<file path="src/rtl/sram_byte_bridge_pkg.sv">
// Shared types for the SRAM byte bridge: FSM state encoding, burst direction, lane mapping.
// Latency: none (declarations only).
// Backpressure: n/a.
`timescale 1ns/1ps
package sram_byte_bridge_pkg;

    typedef enum logic [2:0] {
        IDLE    = 3'd0,
        WB_REQ  = 3'd1,
        WB_DATA = 3'd2,
        WB_END  = 3'd3,
        RD_REQ  = 3'd4,
        RD_CAP  = 3'd5,
        RESP    = 3'd6
    } state_t;

    // Burst direction as seen on mem_write; independent of any SRAM opcode.
    localparam logic DIR_READ  = 1'b0;
    localparam logic DIR_WRITE = 1'b1;

    // Lane 0 is the most significant byte because the controller shifts bit 31 out first.
    // The bit offset of a lane is (3 - lane) * 8, i.e. the inverted lane number times 8.
    function automatic logic [4:0] lane_lsb(input logic [1:0] lane);
        return {~lane, 3'b000};
    endfunction

    function automatic logic [7:0] lane_get(input logic [31:0] word, input logic [1:0] lane);
        return word[lane_lsb(lane) +: 8];
    endfunction

endpackage

</file>
<file path="src/rtl/sram_bridge_line.sv">
// Single cached line: tag, valid and dirty bits plus the byte-merge datapath.
// Latency: fill/merge/clean take effect at the next clock edge.
// Backpressure: none; the owning FSM sequences fill, merge and clean.
`timescale 1ns/1ps
module sram_bridge_line
    import sram_byte_bridge_pkg::*;
#(
    parameter int ADDRBITS = 17
) (
    input  logic                clk,
    input  logic                reset_n,
    input  logic                fill_en,
    input  logic [31:0]         fill_data,
    input  logic [ADDRBITS-1:0] fill_tag,
    input  logic                merge_en,
    input  logic [1:0]          merge_lane,
    input  logic [7:0]          merge_byte,
    input  logic                clean_en,
    output logic [31:0]         line_data,
    output logic [ADDRBITS-1:0] line_tag,
    output logic                line_valid,
    output logic                line_dirty
);

    // Line storage: a fill replaces the whole word and leaves it clean, a merge dirties it.
    always_ff @(posedge clk or negedge reset_n) begin
        if (!reset_n) begin
            line_data  <= '0;
            line_tag   <= '0;
            line_valid <= 1'b0;
            line_dirty <= 1'b0;
        end else begin
            if (fill_en) begin
                line_data  <= fill_data;
                line_tag   <= fill_tag;
                line_valid <= 1'b1;
                line_dirty <= 1'b0;
            end
            if (merge_en) begin
                line_data[lane_lsb(merge_lane) +: 8] <= merge_byte;
                line_dirty <= 1'b1;
            end
            if (clean_en) begin
                line_dirty <= 1'b0;
            end
        end
    end

endmodule

</file>
<file path="src/rtl/sram_byte_bridge.sv">
// Byte read/write front end to the SRAM burst controller with a one-word write-back line.
// Latency: hit responds 1 cycle after accept; miss adds optional write-back plus one fill burst.
// Backpressure: req_ready low while busy or a flush is pending; optional stats via SRAM_BYTE_BRIDGE_STATS_EN.
`timescale 1ns/1ps
module sram_byte_bridge
    import sram_byte_bridge_pkg::*;
#(
    parameter int ADDRBITS = 17
) (
    input  logic                clk,
    input  logic                reset_n,
    input  logic                req_valid,
    output logic                req_ready,
    input  logic                req_write,
    input  logic [ADDRBITS+1:0] req_addr,
    input  logic [7:0]          req_wdata,
    output logic                rsp_valid,
    output logic [7:0]          rsp_rdata,
    input  logic                flush,
    output logic                flush_done,
    input  logic                mem_ready,
    output logic                mem_en_burst,
    output logic                mem_write,
    output logic [ADDRBITS-1:0] mem_start_addr,
    output logic                mem_data_in_valid,
    input  logic                mem_data_in_ready,
    output logic [31:0]         mem_data_in,
    input  logic                mem_data_out_valid,
    output logic                mem_data_out_ready,
    input  logic [31:0]         mem_data_out
`ifdef SRAM_BYTE_BRIDGE_STATS_EN
    ,
    output logic [15:0]         hit_count,
    output logic [15:0]         miss_count,
    output logic [15:0]         wb_count
`endif
);

    state_t              state, state_nxt;
    logic [1:0]          sub, sub_nxt;      // phase within a burst state, cleared on every state change
    logic                started;
    logic                flush_pend;
    logic                op_flush;
    logic                req_write_q;
    logic [ADDRBITS-1:0] req_word_q;
    logic [1:0]          req_lane_q;
    logic [7:0]          req_wdata_q;
    logic                fd_set;
    logic                fill_en, merge_en, clean_en;
    logic [31:0]         line_data;
    logic [ADDRBITS-1:0] line_tag;
    logic                line_valid, line_dirty;
    logic                accept, hit, flush_go;

    sram_bridge_line #(.ADDRBITS(ADDRBITS)) u_line (
        .clk        (clk),
        .reset_n    (reset_n),
        .fill_en    (fill_en),
        .fill_data  (mem_data_out),
        .fill_tag   (req_word_q),
        .merge_en   (merge_en),
        .merge_lane (req_lane_q),
        .merge_byte (req_wdata_q),
        .clean_en   (clean_en),
        .line_data  (line_data),
        .line_tag   (line_tag),
        .line_valid (line_valid),
        .line_dirty (line_dirty)
    );

    // A flush on the input wins over a request in the same cycle, so it also blocks req_ready.
    assign flush_go  = started && (state == IDLE) && (flush || flush_pend);
    assign req_ready = started && (state == IDLE) && !flush_pend && !flush;
    assign accept    = req_valid && req_ready;
    assign hit       = line_valid && (line_tag == req_addr[ADDRBITS+1:2]);

    // Next-state and output decode; every burst output is zero outside its own states.
    always_comb begin
        state_nxt          = state;
        sub_nxt            = sub;
        rsp_valid          = 1'b0;
        rsp_rdata          = 8'h00;
        mem_en_burst       = 1'b0;
        mem_write          = DIR_READ;
        mem_start_addr     = '0;
        mem_data_in_valid  = 1'b0;
        mem_data_in        = 32'h0;
        mem_data_out_ready = 1'b0;
        fill_en            = 1'b0;
        merge_en           = 1'b0;
        clean_en           = 1'b0;
        fd_set             = 1'b0;
        case (state)
            IDLE: begin
                if (flush_go) begin
                    if (line_valid && line_dirty) state_nxt = WB_REQ;
                    else                          fd_set    = 1'b1;
                end else if (accept) begin
                    if (hit)                           state_nxt = RESP;
                    else if (line_valid && line_dirty) state_nxt = WB_REQ;
                    else                               state_nxt = RD_REQ;
                end
            end
            WB_REQ: begin
                // Raise en_burst only once the controller is idle, then hold it.
                mem_en_burst   = sub[0] || mem_ready;
                mem_write      = DIR_WRITE;
                mem_start_addr = line_tag;
                if (mem_en_burst && mem_ready) sub_nxt = 2'd1;
                if (mem_en_burst && mem_data_in_ready) state_nxt = WB_DATA;
            end
            WB_DATA: begin
                mem_en_burst      = 1'b1;
                mem_write         = DIR_WRITE;
                mem_start_addr    = line_tag;
                mem_data_in_valid = 1'b1;
                mem_data_in       = line_data;
                if (mem_data_in_ready) state_nxt = WB_END;
            end
            WB_END: begin
                mem_write      = DIR_WRITE;
                mem_start_addr = line_tag;
                case (sub)
                    2'd0: begin
                        mem_en_burst = 1'b1;
                        if (!mem_data_in_ready) sub_nxt = 2'd1;
                    end
                    2'd1: begin
                        // data_in_ready rising again means the word is out; end the burst now.
                        mem_en_burst = !mem_data_in_ready;
                        if (mem_data_in_ready) begin
                            clean_en = 1'b1;
                            sub_nxt  = 2'd2;
                        end
                    end
                    default: begin
                        if (mem_ready) begin
                            state_nxt = op_flush ? IDLE : RD_REQ;
                            fd_set    = op_flush;
                        end
                    end
                endcase
            end
            RD_REQ: begin
                mem_en_burst   = (sub[0] || mem_ready) && !(sub[0] && mem_data_out_valid);
                mem_write      = DIR_READ;
                mem_start_addr = req_word_q;
                if (mem_en_burst && mem_ready) sub_nxt = 2'd1;
                if (sub[0] && mem_data_out_valid) begin
                    mem_data_out_ready = 1'b1;
                    state_nxt          = RD_CAP;
                end
            end
            RD_CAP: begin
                fill_en   = 1'b1;
                state_nxt = RESP;
            end
            RESP: begin
                rsp_valid = 1'b1;
                rsp_rdata = req_write_q ? 8'h00 : lane_get(line_data, req_lane_q);
                merge_en  = req_write_q;
                state_nxt = IDLE;
            end
            default: state_nxt = IDLE;
        endcase
        if (state_nxt != state) sub_nxt = 2'd0;
    end

    // State, request capture, flush bookkeeping and the registered flush_done pulse.
    always_ff @(posedge clk or negedge reset_n) begin
        if (!reset_n) begin
            state       <= IDLE;
            sub         <= 2'd0;
            started     <= 1'b0;
            flush_pend  <= 1'b0;
            op_flush    <= 1'b0;
            req_write_q <= 1'b0;
            req_word_q  <= '0;
            req_lane_q  <= 2'd0;
            req_wdata_q <= 8'h00;
            flush_done  <= 1'b0;
        end else begin
            state      <= state_nxt;
            sub        <= sub_nxt;
            started    <= 1'b1;
            flush_done <= fd_set;
            if (started && state == IDLE) begin
                flush_pend <= 1'b0;
                op_flush   <= flush || flush_pend;
            end else if (flush) begin
                flush_pend <= 1'b1;
            end
            if (accept) begin
                req_write_q <= req_write;
                req_word_q  <= req_addr[ADDRBITS+1:2];
                req_lane_q  <= req_addr[1:0];
                req_wdata_q <= req_wdata;
            end
        end
    end

`ifdef SRAM_BYTE_BRIDGE_STATS_EN
    // Saturating event counters: accepted hits, accepted misses, completed write-backs.
    always_ff @(posedge clk or negedge reset_n) begin
        if (!reset_n) begin
            hit_count  <= 16'h0;
            miss_count <= 16'h0;
            wb_count   <= 16'h0;
        end else begin
            if (accept && !flush_go && hit && hit_count != 16'hffff)
                hit_count <= hit_count + 16'h1;
            if (accept && !flush_go && !hit && miss_count != 16'hffff)
                miss_count <= miss_count + 16'h1;
            if (clean_en && wb_count != 16'hffff)
                wb_count <= wb_count + 16'h1;
        end
    end
`endif

endmodule

</file>
<file path="config.mk">
export PLATFORM = sky130hd
export DESIGN_NAME = sram_byte_bridge
export DESIGN_NICKNAME = d
export VERILOG_FILES = /design/src/rtl/sram_byte_bridge_pkg.sv /design/src/rtl/sram_bridge_line.sv /design/src/rtl/sram_byte_bridge.sv
export SDC_FILE = /design/constraint.sdc
export NUM_CORES = 1
export LEC_CHECK = 0
export BUFFER_PORTS_ARGS = -buffer_cell sky130_fd_sc_hd__buf_2
export CAP_MARGIN = 20
export CELL_PAD_IN_SITES_DETAIL_PLACEMENT = 2
export CELL_PAD_IN_SITES_GLOBAL_PLACEMENT = 2
export CORE_MARGIN = 1.5
export CORE_UTILIZATION = 36
export CTS_BUF_LIST = sky130_fd_sc_hd__clkbuf_16
export DETAILED_ROUTE_END_ITERATION = 16
export HOLD_SLACK_MARGIN = 0.05
export PLACE_DENSITY = 0.83
export SLEW_MARGIN = 20
export SYNTH_ARGS = -nofsm -noshare
export SYNTH_HDL_FRONTEND = slang
export SYNTH_SLANG_ARGS = --single-unit
export TNS_END_PERCENT = 50
</file>
<file path="constraint.sdc">
create_clock -name clk -period 6.7 [get_ports clk]
set_input_delay 1.34 -clock clk [delete_from_list [all_inputs] [get_ports clk]]
set_output_delay 1.34 -clock clk [all_outputs]
set_load 0.02 [all_outputs]
</file>
==> run_results.csv, run 1 <==
group,metric,value,unit
min_path,min_path_type,"reg2reg",
global_route,grt.total_usage,23.2,%
logic_synthesis,async_reset_ff_share,100,%
setup_path,required,5360,ps
power_and_ir_drop,p_leak,2.92,nW
setup_path,critical-path-top-delay-family,"simple AND/OR/NAND/NOR gates",
detailed_routing,wl_met1,6.87,mm
floorplan,num_rows,42,
detailed_routing,drt-pass1-iter-count,4,
logic_synthesis,ys_ff_latch,88,
layout,fillCellCount,1396,
sta,fmax,264,MHz
setup_path,crit_chain,"inv_1 > nor3_2 > nand2b_1 > nor2b_1 > buf_2",
setup_path,worstPathMaxFanout,12,
sta,rsz0062_at_grt,"false",
logic_synthesis,synth_enable_flop_cells,0,
floorplan,core,0.0132,mm2
logic_synthesis,synth_top_area_share,45.5,%
layout,syn_to_final_growth,22.4,%
detailed_routing,vias,3952,
floorplan,initial_core_util,36.7,%
cts,postCtsSetupBuffers,0,
logic_synthesis,netlist_instances,441,
detailed_routing,viasPerCell,5.33,
setup_path,critPathLaunchType,"flop",
setup_path,worst-path-buf-inv,2,
detailed_routing,avgRoutedWirePerCell,21.4,um
run_status,run_status,"finished, final reports clean",
sta,finalHoldViolations,0,
layout,seq_area,0.00220,mm2
cts,post_cts_resized,0,
placement,port_buffers,130,
global_route,grt_pass1_wl,25.1,mm
cts,ctsHoldBuffers,0,
logic_synthesis,yosys_most_used_dff,"dfrtp_1",
logic_synthesis,ys_warn_count,0,
floorplan,io_pins,131,
logic_synthesis,synth_area,0.00484,mm2
detailed_routing,routed_wl,15.9,mm
logic_synthesis,yosys-top-cells-area,"dfrtp_1 (45%), mux2_2 (10%), mux2i_1 (6.6%)",
cts,clk_latency,350,ps
cts,cts-htree-levels,3,
layout,drive_gt1_share,37.5,%
sta,period_share,56.5,%
global_route,grt_pass1_vias,4395,
cts,cts_made_buffers,9,
logic_synthesis,synth_cell_type_count,44,
floorplan,die-height,119,um
cts,clockRootBuffer,"clkbuf_16",
sta,skew,5.91,ps
cts,cts_tree,"done",
flow_run,maxCapViolCount,0,
sta,min_period,3780,ps
detailed_routing,wl_met3,635,um
sta,maxSlewViolCount,0,
layout,multi_input_area,0.00248,mm2
sta,slew_headroom,23.4,%
layout,fin_cells,742,
setup_path,slowest_delay,630,ps
global_route,grt_antenna_before_repair,2,
logic_synthesis,yosys.area.top_type,"dfrtp_1",
cts,cts_max_path_buffers,2,
cts,path_clk_slew,70,ps
setup_path,crit_type,"reg2out",
setup_path,cpMaxStageDelayCell,"dfrtp_1",
setup_path,end_kind,"primary output",
global_route,grt_overflow,0,
floorplan,die_w,119,um
setup_path,crit_arrival,2440,ps
logic_synthesis,synth_most_common_cell,"dfrtp_1",
sta,max_slew.worst_pin.slew,1150,ps
detailed_routing,ant_nets,0,
detailed_routing,drcViolationCount,0,
sta,setup_viol,0,
detailed_routing,dr_wl_met2,8.20,mm
layout,final_nets,632,
detailed_routing,maxUsedRoutingLayer,"met5",
floorplan,die-area,0.0142,mm2
logic_synthesis,synth_area_per_cell,11.0,um2
setup_path,r2r_slack,3920,ps
placement,place_hpwl,11.5,mm
global_route,grt_max_degree,89,
placement,globalplace.congestion,0.849,
placement,placed_cells,724,
logic_synthesis,syn-num-nets,513,
detailed_routing,drt_iter0_drc,175,
cts,cts.sinks,88,
power_and_ir_drop,power_density,447,mW/mm2
logic_synthesis,synth_common_cells,"dfrtp_1 (88), mux2_2 (45), a21oi_1 (38)",
power_and_ir_drop,max-vdd-ir-drop,0.184,mV
sta,fin_tns_setup,0,ps
logic_synthesis,ys_seq_area_share,45.5,%
[worst register-to-register path, cell delays in order (launching register included)]
cell and delay, ps:
dfrtp_1 840, inv_1 180, ha_1 410, nor3b_1 940, nand3_1 180, o21ai_0 140
[path summary, 6_finish.rpt]
kind                              startpoint              endpoint  cells after the start
setup / recovery                    state[1]          rsp_rdata[2]                      5
hold / removal             u_line.line_valid     u_line.line_valid                      1
setup reg to reg               req_lane_q[0]   u_line.line_data[8]                      5
hold reg to reg            u_line.line_valid     u_line.line_valid                      1
max in group asynchronous            reset_n  u_line.line_data[31]                      1
min in group asynchronous            reset_n         req_word_q[7]                      1
[layer usage]
layer / vias to the layer above / global-route usage (%)
met5: - / 0
met4: 2 / 6.70
met3: 14 / 4.74
met2: 73 / 40.0
met1: 2043 / 29.5
li1: 1820 / -
[state kept, by name, indices dropped and copies added, names as in the netlist]
register           flops
op_flush               1
flush_pend             1
u_line.line_dirty      1
sub                    2
flush_done             1
req_write_q            1
u_line.line_data      32
u_line.line_valid      1
started                1
req_wdata_q            8
req_lane_q             2
req_word_q            17
u_line.line_tag       17
state                  3
[layout by cell type (no fill, tap or decap), types with 9 or more instances in the layout]
| cell type | count |
|---|---|
| nand2_1 | 17 |
| mux2_2 | 45 |
| clkbuf_16 | 9 |
| nor2_1 | 12 |
| a22o_1 | 17 |
| nand3_1 | 21 |
| o21ai_0 | 24 |
| xnor2_1 | 10 |
| dfrtp_1 | 88 |
| a21oi_1 | 38 |
| and2_1 | 33 |
| buf_2 | 129 |
| mux2i_1 | 32 |
[area by class of cell]
class | count | area share [%]
Tap cell | 176 | 3.71
Antenna cell | 1 | 0.0422
Inverter | 7 | 0.443
Multi-Input combinational cell | 319 | 41.9
Clock buffer | 9 | 3.80
Clock inverter | 7 | 1.20
Sequential cell | 88 | 37.1
Timing Repair Buffer | 135 | 11.8
[report_power, final]
part | leakage [nW] | internal (W) | total (W) | switching, W
clock network | 0.144 | 0.000290 | 0.000511 | 0.000221
registers | 1.04 | 0.000749 | 0.00105 | 0.000298
logic | 1.74 | 0.000496 | 0.00109 | 0.000598
total | 2.92 | 0.00153 | 0.00265 | 0.00112
[per-stage QoR]
stage	power (W)	hold WS (ps)	utilization, %	setup WS (ps)	cell area (um2)
after floorplan	0.00171	457	-	3270	4840
after global routing	0.00281	553	45.0	2820	5930
after CTS	0.00267	540	44.8	2820	5910
after global placement	0.00205	490	42.6	3160	5620
after detailed placement	0.00213	520	42.6	3150	5620
final	0.00265	527	45.0	2920	5930
[cells by family (layout without fill, tap and decap cells)]
logic type / after synthesis / after routing / share of synthesized area [%]
muxes: 85 / 85 / 20.8
buffers and inverters: 34 / 158 / 3.41
AOI/OAI and AO/OA: 89 / 89 / 11.5
and+or+nand+nor: 121 / 121 / 14.2
DFF: 88 / 88 / 45.5
xor gates and xnor gates: 18 / 18 / 3.25
other: 1 / 2 / 0.0774
adders and majority gates: 5 / 5 / 1.29
Note: power is estimated with default switching activity, not from simulation.
==> run 2: changes to the inputs <==
--- a/config.mk
+++ b/config.mk
@@ -5,16 +5,17 @@
 export SDC_FILE = /design/constraint.sdc
 export NUM_CORES = 1
 export LEC_CHECK = 0
+export ABC_AREA = 1
 export BUFFER_PORTS_ARGS = -buffer_cell sky130_fd_sc_hd__buf_2
 export CAP_MARGIN = 20
 export CELL_PAD_IN_SITES_DETAIL_PLACEMENT = 2
 export CELL_PAD_IN_SITES_GLOBAL_PLACEMENT = 2
 export CORE_MARGIN = 1.5
-export CORE_UTILIZATION = 36
+export CORE_UTILIZATION = 26
 export CTS_BUF_LIST = sky130_fd_sc_hd__clkbuf_16
 export DETAILED_ROUTE_END_ITERATION = 16
 export HOLD_SLACK_MARGIN = 0.05
-export PLACE_DENSITY = 0.83
+export PLACE_DENSITY = 0.74
 export SLEW_MARGIN = 20
 export SYNTH_ARGS = -nofsm -noshare
 export SYNTH_HDL_FRONTEND = slang
==> constraint.sdc (replaced) <==
create_clock -name clk -period 3.1 [get_ports clk]
set_input_delay 0.62 -clock clk [delete_from_list [all_inputs] [get_ports clk]]
set_output_delay 0.62 -clock clk [all_outputs]
set_load 0.02 [all_outputs]
==> run 2 against run 1 <==
Effect of this change:
- synthesized cell count rose by 61%
- final area rose by 4.6%
- critical path depth did not move
- sequential power rose by 88%
- die area rose by 41%
- via count rose by 28%
- global-route usage fell by 3.7 points
- clock skew rose by 2.1 ps
- critical path type unchanged
- highest routed layer is now met4
==> run_results.csv, run 2 <==
group,metric,value,unit
run_status,run_status,"finished, final reports clean",
min_path,min_path_type,"in2async",
layout,fin_area,0.00620,mm2
global_route,grt.total_usage,19.5,%
power_and_ir_drop,p_leak,3.23,nW
placement,placed_area,0.00588,mm2
layout,antenna_cells,0,
cts,clockRootBuffer,"clkbuf_16",
setup_path,timing.rr.start,"req_lane_q[1]",
logic_synthesis,synth_enable_flop_cells,0,
logic_synthesis,netlist_instances,709,
setup_path,crit_chain,"clkinv_1 > a21oi_1 > o21ai_0 > a21oi_1 > buf_2",
floorplan,io_pins,131,
sta,rsz0062_at_grt,"false",
global_route,grt_pass1_wl,30.1,mm
cts,cts-htree-levels,3,
layout,final_common_cell,"nand2_1",
power_and_ir_drop,power_switching,0.00274,W
cts,cts_tree,"done",
setup_path,worstPathMaxFanout,12,
logic_synthesis,ys_seq_area_share,44.3,%
detailed_routing,ant_nets,0,
cts,cts_max_path_buffers,2,
placement,port_buffers,130,
setup_path,cpMaxStageDelayCell,"dfrtp_1",
power_and_ir_drop,p_seq_share,33.7,%
setup_path,worst-path-buf-inv,2,
logic_synthesis,yosys.area.top_type,"dfrtp_1",
setup_path,crit_type,"reg2out",
logic_synthesis,synth_cell_type_count,29,
flow_run,maxCapViolCount,0,
layout,largest_register_ffs,32,
setup_path,worst_r2r_path_depth,6,
setup_path,rr_endpoint,"u_line.line_data[17]",
setup_path,slowest_delay,630,ps
setup_path,crit_arrival,2300,ps
logic_synthesis,synth_area_per_cell,7.00,um2
cts,cts_made_buffers,9,
logic_synthesis,ys_warn_count,0,
global_route,grt_antenna_before_repair,0,
cts,clk_latency,360,ps
floorplan,num_rows,50,
setup_path,r2r_slack,420,ps
setup_path,end_kind,"primary output",
floorplan,core,0.0187,mm2
detailed_routing,routed_wl,18.6,mm
sta,skew,8.05,ps
layout,fillCellCount,2257,
cts,path_clk_slew,70,ps
global_route,grt_max_degree,64,
power_and_ir_drop,power_density,943,mW/mm2
setup_path,critical-path-top-delay-family,"buffers and inverters",
layout,largest-register,"u_line.line_data",
sta,fin_tns_setup,0,ps
sta,setup_viol,0,
setup_path,required,2480,ps
cts,postCtsSetupBuffers,0,
floorplan,die_w,141,um
cts,cts.sinks,88,
sta,slew_headroom,36.6,%
logic_synthesis,yosys-top-cells-area,"dfrtp_1 (44%), o21ai_0 (14%), nand2_1 (13%)",
logic_synthesis,ys_ff_latch,88,
logic_synthesis,synth_most_common_cell,"nand2_1",
logic_synthesis,synth_common_cells,"nand2_1 (177), o21ai_0 (137), dfrtp_1 (88), inv_1 (88), nor2_1 (73)",
global_route,grt_overflow,0,
floorplan,die-area,0.0199,mm2
layout,reg_top3,"u_line.line_data x32, req_word_q x17, u_line.line_tag x17",
detailed_routing,drcViolationCount,0,
sta,fmax,343,MHz
sta,maxSlewViolCount,0,
global_route,grt_pass1_vias,5451,
logic_synthesis,syn-num-nets,781,
layout,final_nets,899,
detailed_routing,drt_iter0_drc,149,
sta,max_slew.worst_pin.slew,948,ps
placement,place_hpwl,14.2,mm
detailed_routing,vias,5070,
sta,period_share,94.2,%
logic_synthesis,async_reset_ff_share,100,%
layout,syn_to_final_growth,24.9,%
detailed_routing,avgRoutedWirePerCell,17.5,um
logic_synthesis,synth_area,0.00497,mm2
power_and_ir_drop,p_comb_share,45.2,%
sta,finalHoldViolations,0,
cts,ctsHoldBuffers,0,
floorplan,die-height,141,um
logic_synthesis,synth_top_area_share,44.3,%
logic_synthesis,yosys_most_used_dff,"dfrtp_1",
power_and_ir_drop,switching_share,46.8,%
floorplan,initial_core_util,26.5,%
sta,min_period,2920,ps
power_and_ir_drop,power.internal,0.00311,W
layout,final_cell_mix,"nand2_1 (177), o21ai_0 (137), buf_2 (129), inv_1 (88), dfrtp_1 (87)",
power_and_ir_drop,max-vdd-ir-drop,0.272,mV
placement,globalplace.congestion,0.829,
setup_path,crit_top_cell,"a21oi_1",
power_and_ir_drop,p_clk_share,21.1,%
detailed_routing,viasPerCell,4.76,
setup_path,critPathLaunchType,"flop",
power_and_ir_drop,fin_total_pwr,0.00585,W
detailed_routing,drt-pass1-iter-count,4,
layout,drive_gt1_share,20.8,%
-- run 2: kinds of logic after synthesis --
family | count (synthesis) | share of synthesized area (%)
AO/OA/AOI/OAI | 174 | 18.0
XOR/XNOR | 2 | 0.353
adder cells (fa/ha/maj) | 5 | 1.26
buffers and inverters | 128 | 9.88
flip-flops | 88 | 44.3
other | 1 | 0.0755
AND/OR/NAND/NOR | 311 | 26.1
-- run 2: worst max path at each step --
stage / from / end / slack, ps / depth (start not counted)
after global placement: req_lane_q[0] / rsp_rdata[7] / 580 / 6
after floorplan: state[2] / mem_data_in[10] / 530 / 5
final: req_lane_q[1] / rsp_rdata[7] / 180 / 5
after detailed placement: req_lane_q[0] / u_line.line_data[17] / 510 / 7
after global routing: req_lane_q[1] / rsp_rdata[7] / 30 / 5
after CTS: req_lane_q[0] / rsp_rdata[7] / 120 / 6
-- run 2: repair_timing --
item,4_1_cts,5_1_grt
setup endpoints to repair,0,2
hold endpoints to repair,0,0
resized for setup,0,1
-- run 2: worst register-to-register path: cells and delay by family, from the launching register on --
kind	cells	cell delay, ps
adders and majority gates	1	610
DFF	1	630
AOI/OAI and AO/OA	1	140
buffers and inverters	2	660
and+or+nand+nor	2	560
-- run 2: routing by layer --
| layer | part of all wire, % | vias to the layer above | global-route usage [%] |
|---|---|---|---|
| met5 | 0 | - | 0 |
| met4 | 1.1 | 0 | 4.93 |
| met3 | 3.8 | 13 | 2.99 |
| met2 | 50 | 100 | 34.1 |
| met1 | 45 | 2454 | 25.1 |
| li1 | - | 2503 | - |
-- run 2: stage by stage --
step / setup slack, ps / hold WS (ps) / cells / util, %
after floorplan: 533 / 324 / 709 / -
after global placement: 580 / 466 / 1050 / 31.4
after detailed placement: 515 / 482 / 1050 / 31.4
after CTS: 122 / 301 / 1066 / 33.2
after global routing: 32.2 / 308 / 1066 / 33.2
final: 181 / 281 / 1066 / 33.2
-- run 2: final cells by class --
cell class                 instances  area [um2]  share of cell area (%)
multi-input combinational        493        2280                    36.7
sequential                        88        2200                    35.5
timing repair buffer             142         756                    12.2
inverter                          93         349                    5.63
tap                              234         293                    4.72
clock buffer                       9         225                    3.63
clock inverter                     7         103                    1.65
-- run 2: power by group through the flow --
stage,logic [W],registers (W),clock network (W)
after floorplan,0.00182,0.00180,0
after global placement,0.00261,0.00197,0
after detailed placement,0.00268,0.00199,0
after CTS,0.00269,0.00198,0.00126
after global routing,0.00300,0.00203,0.00131
final,0.00265,0.00197,0.00123
==> run 3: changes to the inputs <==
--- a/config.mk
+++ b/config.mk
@@ -16,6 +16,7 @@
 export DETAILED_ROUTE_END_ITERATION = 16
 export HOLD_SLACK_MARGIN = 0.05
 export PLACE_DENSITY = 0.74
+export REMOVE_ABC_BUFFERS = 1
 export SLEW_MARGIN = 20
 export SYNTH_ARGS = -nofsm -noshare
 export SYNTH_HDL_FRONTEND = slang
==> constraint.sdc (replaced) <==
create_clock -name clk -period 3.1 [get_ports clk]
set_input_delay 0.155 -clock clk [delete_from_list [all_inputs] [get_ports clk]]
set_output_delay 0.155 -clock clk [all_outputs]
set_load 0.02 [all_outputs]
==> run 3 against run 2 <==
Effect of this change:
- clock power is 21% lower
- setup slack better by 420 ps
- clock-buffer cell count stayed put
- final area is 0.56% higher
- clock skew is 0.96 ps higher
- global-route usage is 0.32 points lower
- hold slack worse by 210 ps
- sequential cell count stayed put
- core utilization is 0.19 points higher
- sequential power is 3% lower
- combinational power hardly changed
- register-to-register slack better by 260 ps
- largest cell class unchanged
==> run_results.csv, run 3 (synthesis gave the netlist of run 2 again) <==
group,metric,value,unit
run_status,run_status,"finished, final reports clean",
detailed_routing,vias,5134,
sta,fin_hold_ws,70.0,ps
setup_path,crit_type,"reg2out",
layout,final_common_cell,"nand2_1",
floorplan,core,0.0187,mm2
layout,antenna_cells,0,
global_route,grt_antenna_before_repair,0,
setup_path,worstPathMaxFanout,15,
setup_path,r2r_slack,680,ps
placement,globalplace.congestion,0.775,
global_route,grt_pass1_vias,5623,
layout,multi_input_area,0.00228,mm2
sta,max_slew.worst_pin.slew,895,ps
floorplan,die-area,0.0199,mm2
setup_path,worst_r2r_path_depth,14,
cts,clockRootBuffer,"clkbuf_16",
setup_path,crit_chain,"nor2_4 > nor2_1 > inv_1 > o21ai_0 > buf_2",
placement,port_buffers,130,
sta,setup_viol,0,
sta,slew_headroom,40.1,%
cts,cts-htree-levels,3,
detailed_routing,drt_iter0_drc,200,
placement,place_hpwl,13.5,mm
sta,layout_setup_ws,601,ps
min_path,min_path_type,"in2reg",
cts,post_cts_resized,0,
layout,final_nets,911,
layout,largest_register_ffs,32,
sta,skew,9.01,ps
min_path,min_to,"req_lane_q[0]",
setup_path,slowest_delay,500,ps
flow_run,maxCapViolCount,0,
sta,min_period,2500,ps
floorplan,io_pins,131,
sta,fin_tns_setup,0,ps
layout,reg_top3,"u_line.line_data x32, req_word_q x17, u_line.line_tag x17",
setup_path,critPathLaunchType,"flop",
detailed_routing,avgRoutedWirePerCell,16.9,um
global_route,grt.total_usage,19.2,%
detailed_routing,drt-pass1-iter-count,4,
cts,postCtsSetupBuffers,0,
global_route,grt_pass1_wl,29.9,mm
cts,path_clk_slew,70,ps
min_path,hold_depth,3,
sta,fmax,400,MHz
cts,clk_latency,350,ps
detailed_routing,ant_nets,0,
sta,maxSlewViolCount,0,
min_path,hp-start,"req_addr[0]",
floorplan,die_w,141,um
setup_path,timing.rr.start,"state[0]",
placement,dpl_worst_slack,706,ps
detailed_routing,routed_wl,18.2,mm
sta,finalHoldViolations,0,
cts,cts_max_path_buffers,2,
floorplan,initial_core_util,26.5,%
layout,largest-register,"u_line.line_data",
detailed_routing,drcViolationCount,0,
global_route,grt_overflow,0,
cts,cts_made_buffers,9,
layout,seq_area,0.00220,mm2
floorplan,num_rows,50,
power_and_ir_drop,p_leak,3.26,nW
layout,drive_gt1_share,19.8,%
detailed_routing,viasPerCell,4.77,
setup_path,rr_endpoint,"sub[0]",
setup_path,end_kind,"primary output",
power_and_ir_drop,max-vdd-ir-drop,0.320,mV
cts,cts.sinks,88,
setup_path,cpMaxStageDelayCell,"dfrtp_1",
layout,final_cell_mix,"nand2_1 (177), o21ai_0 (137), buf_2 (129), inv_1 (90), dfrtp_1 (88)",
setup_path,required,2940,ps
power_and_ir_drop,power_density,890,mW/mm2
setup_path,crit_arrival,2340,ps
layout,syn_to_final_growth,25.6,%
sta,rsz0062_at_grt,"false",
floorplan,die-height,141,um
cts,ctsHoldBuffers,11,
sta,period_share,80.6,%
layout,fillCellCount,2254,
cts,cts_tree,"done",
global_route,grt_max_degree,56,
==> run 3: power breakdown <==
group | internal (W) | total, W | switching, W
Sequential | 0.00158 | 0.00191 | 0.000328
Combinational | 0.000818 | 0.00267 | 0.00185
Clock | 0.000521 | 0.000971 | 0.000450
Total | 0.00292 | 0.00555 | 0.00263
==> run 3: per-stage QoR <==
stage,std cells,util [%],power [W],cell area (um2)
after CTS,1076,33.3,0.00564,6240
after global routing,1076,33.4,0.00607,6240
after global placement,1051,31.5,0.00455,5880
after detailed placement,1051,31.5,0.00463,5880
after floorplan,674,-,0.00356,4820
final,1076,33.4,0.00555,6240
==> run 3: final cells by class <==
cell class                 instances  share of cell area (%)
sequential                        88                    35.3
clock buffer                       9                    3.61
tap                              234                    4.69
clock inverter                     5                   0.301
multi-input combinational        493                    36.5
timing repair buffer             154                    14.0
inverter                          93                    5.59
==> run 3: layer usage <==
| metal | vias to the layer above | wire length [um] | global-route usage (%) |
|---|---|---|---|
| li1 | 2522 | - | - |
| met1 | 2488 | 8670 | 25.0 |
| met2 | 105 | 8660 | 33.5 |
| met3 | 19 | 558 | 2.14 |
| met4 | 0 | 262 | 5.59 |
| met5 | - | 0 | 0 |
==> run 3: worst max-delay path by stage <==
stage              from                end  cells past startpoint
6_report       state[0]  mem_start_addr[9]                      5
3_3_place_gp   state[0]             sub[0]                     14
4_1_cts        state[0]  mem_start_addr[9]                      5
3_5_place_dp   state[0]             sub[0]                     14
2_1_floorplan  state[2]             sub[0]                     11
5_1_grt        state[0]  mem_start_addr[9]                      5
==> run 3: critical path, delay by kind of cell (launching register included) <==
kind / cells / cell delay (ps)
compound gates: 1 / 330
simple gates: 2 / 580
buf+inv: 2 / 580
flops: 1 / 500
